==> src/rtl/regfile_wb_arbiter.sv <==
// regfile_wb_arbiter: shares the single register file write port
// between the ALU (port 0, high priority) and the load/store unit
// (port 1), and tracks pending writes for decode's RAW stall logic.
//
// Ports:
//   clk, rst        clock (rising edge), async active-low reset
//   v0/a0/d0/r0     port 0 request valid / dest / data / accepted
//   v1/a1/d1/r1     port 1 request valid / dest / data / accepted
//   iss_valid/addr  decode issued an instruction writing iss_addr
//   busy            scoreboard, bit i = write to xi pending
//   we/wa/wn        registered register file write port
//
// Optional: define WBARB_STARVE_GUARD_EN to force-grant port 1
// after it has lost arbitration MAX_WAIT cycles in a row.

module regfile_wb_arbiter #(
  parameter int MAX_WAIT = 3,
  parameter int CNT_W    = 2
) (
  input  logic        clk,
  input  logic        rst,
  input  logic        v0,
  input  logic [4:0]  a0,
  input  logic [31:0] d0,
  output logic        r0,
  input  logic        v1,
  input  logic [4:0]  a1,
  input  logic [31:0] d1,
  output logic        r1,
  input  logic        iss_valid,
  input  logic [4:0]  iss_addr,
  output logic [31:0] busy,
  output logic        we,
  output logic [4:0]  wa,
  output logic [31:0] wn
);

  if ((2 ** CNT_W) <= MAX_WAIT) begin : g_bad_cnt_w
    $error("CNT_W too narrow for MAX_WAIT");
  end

  logic        t0;
  logic        t1;
  logic        xfer;
  logic [4:0]  xa;
  logic [31:0] xd;
  logic [31:0] busy_n;

`ifdef WBARB_STARVE_GUARD_EN
  localparam logic [CNT_W-1:0] MAXC =
    CNT_W'(MAX_WAIT);

  logic [CNT_W-1:0] cnt;
  logic             force1;

  // Port 1 has waited long enough: it takes
  // this cycle even though port 0 is asking.
  assign force1 = v1 & (cnt == MAXC);

  assign r0 = v0 & ~force1;
  assign r1 = v1 & (~v0 | force1);

  always_ff @(posedge clk or negedge rst) begin
    if (!rst) begin
      cnt <= '0;
    end else if (!v1 || r1) begin
      cnt <= '0;
    end else if (v0 && cnt != MAXC) begin
      cnt <= cnt + 1'b1;
    end
  end
`else
  assign r0 = v0;
  assign r1 = v1 & ~v0;
`endif

  assign t0   = v0 & r0;
  assign t1   = v1 & r1;
  assign xfer = t0 | t1;

  always_comb begin
    xa = '0;
    xd = '0;
    unique case (1'b1)
      t0: begin
        xa = a0;
        xd = d0;
      end
      t1: begin
        xa = a1;
        xd = d1;
      end
      default: begin
        xa = '0;
        xd = '0;
      end
    endcase
  end

  // Set is applied after clear so a newer
  // producer to the same register wins.
  always_comb begin
    busy_n = busy;
    if (xfer && xa != 5'd0) begin
      busy_n[xa] = 1'b0;
    end
    if (iss_valid && iss_addr != 5'd0) begin
      busy_n[iss_addr] = 1'b1;
    end
    busy_n[0] = 1'b0;
  end

  always_ff @(posedge clk or negedge rst) begin
    if (!rst) begin
      busy <= '0;
    end else begin
      busy <= busy_n;
    end
  end

  // x0 writes are consumed but never reach
  // the port; wa/wn hold their last value.
  always_ff @(posedge clk or negedge rst) begin
    if (!rst) begin
      we <= 1'b0;
      wa <= '0;
      wn <= '0;
    end else if (xfer && xa != 5'd0) begin
      we <= 1'b1;
      wa <= xa;
      wn <= xd;
    end else begin
      we <= 1'b0;
    end
  end

`ifndef SYNTHESIS
  a_one_grant: assert property (
    @(posedge clk) disable iff (!rst)
    !(r0 && r1)
  );

  a_x0_free: assert property (
    @(posedge clk) disable iff (!rst)
    !busy[0]
  );

  a_idle_ready: assert property (
    @(posedge clk) disable iff (!rst)
    !(v0 || v1) || (r0 || r1)
  );
`endif

endmodule

==> config.mk <==
export PLATFORM = sky130hd
export DESIGN_NAME = regfile_wb_arbiter
export DESIGN_NICKNAME = d
export VERILOG_FILES = /design/src/rtl/regfile_wb_arbiter.sv
export SDC_FILE = /design/constraint.sdc
export NUM_CORES = 1
export LEC_CHECK = 0
export ABC_AREA = 1
export CAP_MARGIN = 20
export CORE_MARGIN = 5
export CORE_UTILIZATION = 40
export CTS_CLUSTER_DIAMETER = 80
export DETAILED_ROUTE_END_ITERATION = 8
export GPL_ROUTABILITY_DRIVEN = 0
export PLACE_DENSITY = 0.81
export SYNTH_ARGS = -nofsm -noshare
export SYNTH_HDL_FRONTEND = slang
export SYNTH_SLANG_ARGS = --single-unit
==> constraint.sdc <==
create_clock -name clk -period 2.25 [get_ports clk]
set_input_delay 0.45 -clock clk [delete_from_list [all_inputs] [get_ports clk]]
set_output_delay 0.45 -clock clk [all_outputs]
set_load 0.01 [all_outputs]
* After elaboration in Yosys (flattened, before gate mapping)
Index checks and enable logic that the tools add are counted.
** Storage, ports and cells
- Flip-flop bits (word level) :: 69
- Output and inout port bits :: 72
- Logic and storage cells :: 30
** Operators by class
- Order comparisons :: 4
- Multiplexer cells :: 9
- Bitwise logic cells :: 7
- Reduce and logical (&&, ||, !) cells :: 6
** Operators with widths (number)
- 32-bit two-way mux :: 2
- 32-bit case mux with 2 select lines :: 1
- 32-bit bitwise AND :: 1
- 32-bit inverter :: 1
- 32-bit bitwise OR :: 1
- 5-bit by 6-bit < comparator with 1-bit output, second input constant :: 2
- 1-bit demux with 5-bit select :: 2
- 5-bit by 1-bit greater-or-equal comparator with 1-bit output, second input constant :: 2
- 5-bit case mux with 2 select lines :: 1
- 5-bit nonzero test :: 2
- 1-bit logical AND :: 4
- 1-bit two-way mux :: 3
- 1-bit bitwise AND :: 2
- 1-bit inverter :: 1
- 1-bit bitwise OR :: 1

* Logic depth before layout (Yosys ltp)
- Depth after elaboration :: 13
- Mapped depth :: 9
- Mapped depth without buffers :: 8

* Least setup slack after synthesis
No wires, ideal clock.
- Path type :: input port to output port
- Start point :: input port v0
- End point :: output port r1
- Data arrival time :: 1.003 ns
- Data required time :: 1.800 ns
- Setup slack :: 0.797 ns
- Stages on the path :: 4
- Buffers on the path :: 1
- Cells stage by stage :: inv_2 nand2_1 inv_1 buf_1
** On the way
- Word-level cells in the longest chain between the ends :: 2
** RTL lines
- from (decl) :: RTL line 22 : input logic v0,
- 1-bit inverter :: RTL line 74 : assign r1 = v1 & ~v0;
- 1-bit bitwise AND :: RTL line 74
- to (decl) :: RTL line 29 : output logic r1,
Every way passes these cells.

* Worst setup path in the final report
Ends and elaborated chain as after synthesis.

==> impl_metrics.toml <==
[outcome]
status = "finished, final reports clean"

[grt]
maximum_number_of_pins_on_one_net_before_global_route_repair = 70
globalRoute.totalOverflow = 0
gr-usage-all-layers_pct = 21.3
antenna_violations_before_repair = 0
grt_pass1_wl_um = 17500
number_of_global_route_vias_before_repair = 3648

[layout]
antennaDiodeCount = 0
nNetsFinal = 644
area_occupied_by_multi_input_gates_mm2 = 0.00143
area_growth_pct = 56.2
final.fill_count = 658
drive_above_1_share_pct = 7.26
sequential_cell_area_mm2 = 0.00173

[floorplanning]
die-height_um = 102
std_cell_rows = 33
fp.dieArea_mm2 = 0.0104
floorplan.initialDensity_pct = 41.2
design.core.area_mm2 = 0.00822
die_w_um = 102
io_pins = 156

[critical_path]
cp-end-kind = "output port"
cp-endpoint = "r1"
critPathLaunchType = "primary input"
timing.critical_path.required_ps = 1800
reg2regPathDepth = 2
critical_path.startpoint = "v0"
reg2reg_slack_ps = 1580
r2r-end = "busy[20]"
critical_path_class = "in -> out"
regToRegStartpoint = "busy[20]"
worstPathArrival_ps = 1700
path_max_fanout = 2

[yosys]
number_of_nets_in_the_synthesized_netlist = 487
ys_ff_latch = 69
summed_instance_area_of_the_synthesized_netlist_mm2 = 0.00339
yosysSeqAreaShare_pct = 51.0
synth_top_area_share_pct = 51.0
ys_warn_count = 0
synthesis.instances = 403
netlist-cell-type-count = 21
yosys.area.top_type = "sky130_fd_sc_hd__dfrtp_1"
synth.avg_cell_area_um2 = 8.41
synth.top_cells.by_area = "sky130_fd_sc_hd__dfrtp_1 51%, sky130_fd_sc_hd__nand2_1 18%, sky130_fd_sc_hd__a22o_1 8.3%"

[sta]
tightest_slew_ps = 507
postLayoutSetupSlackWorst_ps = 103
report.final.hold_viol_count = 0
slew-limit-headroom_pct = 65.9
post-route-min-period_ps = 2150
rsz0062_at_grt = "no"
maxClockFrequency_ghz = 0.466
final_min_period_over_clock_period_pct = 95.4
count_of_pins_over_their_slew_limit = 0
setup_tns_ps = 0
setup_viol = 0
timing.clock.skew_ps = 0

[routing]
vias = 3495
detail_route.first_pass.iterations = 4
initialDrtViolationCount = 169
wl_um = 10900
post_drt_via_cell_ratio = 5.22
drc = 0
postRouteAntennaNets = 0
detail_route.wl_per_cell_um = 16.2

[clocking]
cts_h_tree_depth = 3
cts_root_buffer = "sky130_fd_sc_hd__clkbuf_8"
maximum_count_of_clock_buffers_along_a_single_path = 2
post_cts_resize_count = 0
cts-buffers-inserted = 9
clk_pin_slew_worst_paths_ps = 70
cts_post_setup_buffers_inserted = 0
cts_hold_buf = 0
cts_tree = "done"
clkSinkCount = 69
worst_skew_pair_later_pin_latency_ps = 330

[pwr]
max-vdd-ir-drop_mv = 0.428
total_power_mw = 3.85
power.density_cell_area_mw_per_mm2 = 728
total_leakage_power_nw = 2.47

[run]
drv_cap = 0

[worst_hold_path]
hold_path_class = "in -> async"

[placement]
port_buffer_count = 154
placement.setup.worst_slack_ps = 84.8
hpwl_um = 7920
==> routing by layer <==
layer	routed length [um]	track usage, %
met5	0	0
met4	170	7.47
met3	1080	5.87
met2	5260	35.5
met1	4380	26.7
==> through the flow <==
step / hold WS (ps) / instance area (um2) / util (%) / cells
4_1_cts: 136 / 5290 / 64.4 / 670
3_3_place_gp: 458 / 5080 / 61.8 / 654
5_1_grt: 145 / 5290 / 64.4 / 670
2_1_floorplan: 154 / 3390 / - / 403
3_5_place_dp: 458 / 5080 / 61.8 / 654
6_report: 128 / 5290 / 64.4 / 670
==> cells in the final DEF (no fill, tap or decap) <==
| cell | instances |
|---|---|
| sky130_fd_sc_hd__inv_2 | 1 |
| sky130_fd_sc_hd__nand4_1 | 32 |
| sky130_fd_sc_hd__nand2_1 | 161 |
| sky130_fd_sc_hd__clkinv_2 | 1 |
| sky130_fd_sc_hd__nor2_1 | 5 |
| sky130_fd_sc_hd__clkbuf_1 | 1 |
| sky130_fd_sc_hd__bufinv_16 | 2 |
| sky130_fd_sc_hd__nor3_1 | 11 |
| sky130_fd_sc_hd__clkinvlp_4 | 3 |
| sky130_fd_sc_hd__nor2_4 | 1 |
| sky130_fd_sc_hd__nand2_2 | 4 |
| sky130_fd_sc_hd__dfrtp_1 | 69 |
| sky130_fd_sc_hd__clkbuf_8 | 9 |
| sky130_fd_sc_hd__inv_1 | 18 |
| sky130_fd_sc_hd__nor2_8 | 1 |
| sky130_fd_sc_hd__nand3_1 | 24 |
| sky130_fd_sc_hd__clkdlybuf4s50_1 | 153 |
| sky130_fd_sc_hd__inv_4 | 1 |
| sky130_fd_sc_hd__o21ai_0 | 17 |
| sky130_fd_sc_hd__buf_2 | 1 |
| sky130_fd_sc_hd__a22o_1 | 32 |
| sky130_fd_sc_hd__nand3_2 | 1 |
| sky130_fd_sc_hd__conb_1 | 1 |
| sky130_fd_sc_hd__buf_12 | 4 |
| sky130_fd_sc_hd__buf_4 | 12 |
==> worst min-delay path by stage <==
stage	from	slack, ps	to	cells after the start
3_3_place_gp	busy[11]	460	busy[11]	2
3_5_place_dp	busy[11]	460	busy[11]	2
2_1_floorplan	rst	150	busy[10]	0
4_1_cts	rst	140	wn[30]	2
6_report	rst	130	wn[9]	2
5_1_grt	rst	140	wn[9]	2
==> power by group <==
group / switching, mW / total (mW) / internal (mW)
combinational: 0.536 / 1.18 / 0.643
clock: 0.470 / 1.09 / 0.622
sequential: 0.129 / 1.58 / 1.45
total: 1.14 / 3.85 / 2.72
==> logic make-up after synthesis <==
group	synth area share (%)
compound gates	10.8
buf+inv	6.72
flops	51.0
other cells	0.111
simple gates	31.4
==> flip-flops by register name (all words and copies together), names as in the netlist <==
register	flops
we	1
wa	5
busy	31
wn	32
==> critical path, cell delays in order <==
cell                              delay [ps]
sky130_fd_sc_hd__clkdlybuf4s50_1         430
sky130_fd_sc_hd__inv_2                    70
sky130_fd_sc_hd__nand2_1                  50
sky130_fd_sc_hd__inv_1                   120
sky130_fd_sc_hd__clkdlybuf4s50_1         570
==> cell type report <==
class                      instances  area share (%)
clock inverter                     6            1.66
tap                              105            2.48
inverter                          20            1.47
sequential                        69            32.6
clock buffer                      10            2.41
timing repair buffer             170            32.3
multi-input combinational        290            27.1
==> synth_stat cells <==
cell and n:
sky130_fd_sc_hd__nand2_1 161, sky130_fd_sc_hd__dfrtp_1 69, sky130_fd_sc_hd__a22o_1 32, sky130_fd_sc_hd__nand4_1 32
sky130_fd_sc_hd__nand3_1 24, sky130_fd_sc_hd__inv_1 18, sky130_fd_sc_hd__o21ai_0 17, sky130_fd_sc_hd__nor3_1 11
sky130_fd_sc_hd__buf_2 9, sky130_fd_sc_hd__clkbuf_1 6, sky130_fd_sc_hd__buf_6 5, sky130_fd_sc_hd__nor2_1 5
sky130_fd_sc_hd__nand2_2 4, sky130_fd_sc_hd__buf_4 3, sky130_fd_sc_hd__buf_1 1, sky130_fd_sc_hd__conb_1 1
sky130_fd_sc_hd__inv_2 1, sky130_fd_sc_hd__inv_4 1, sky130_fd_sc_hd__nand3_2 1, sky130_fd_sc_hd__nor2_4 1
sky130_fd_sc_hd__nor2_8 1
Power figures use the tool's default switching activity.
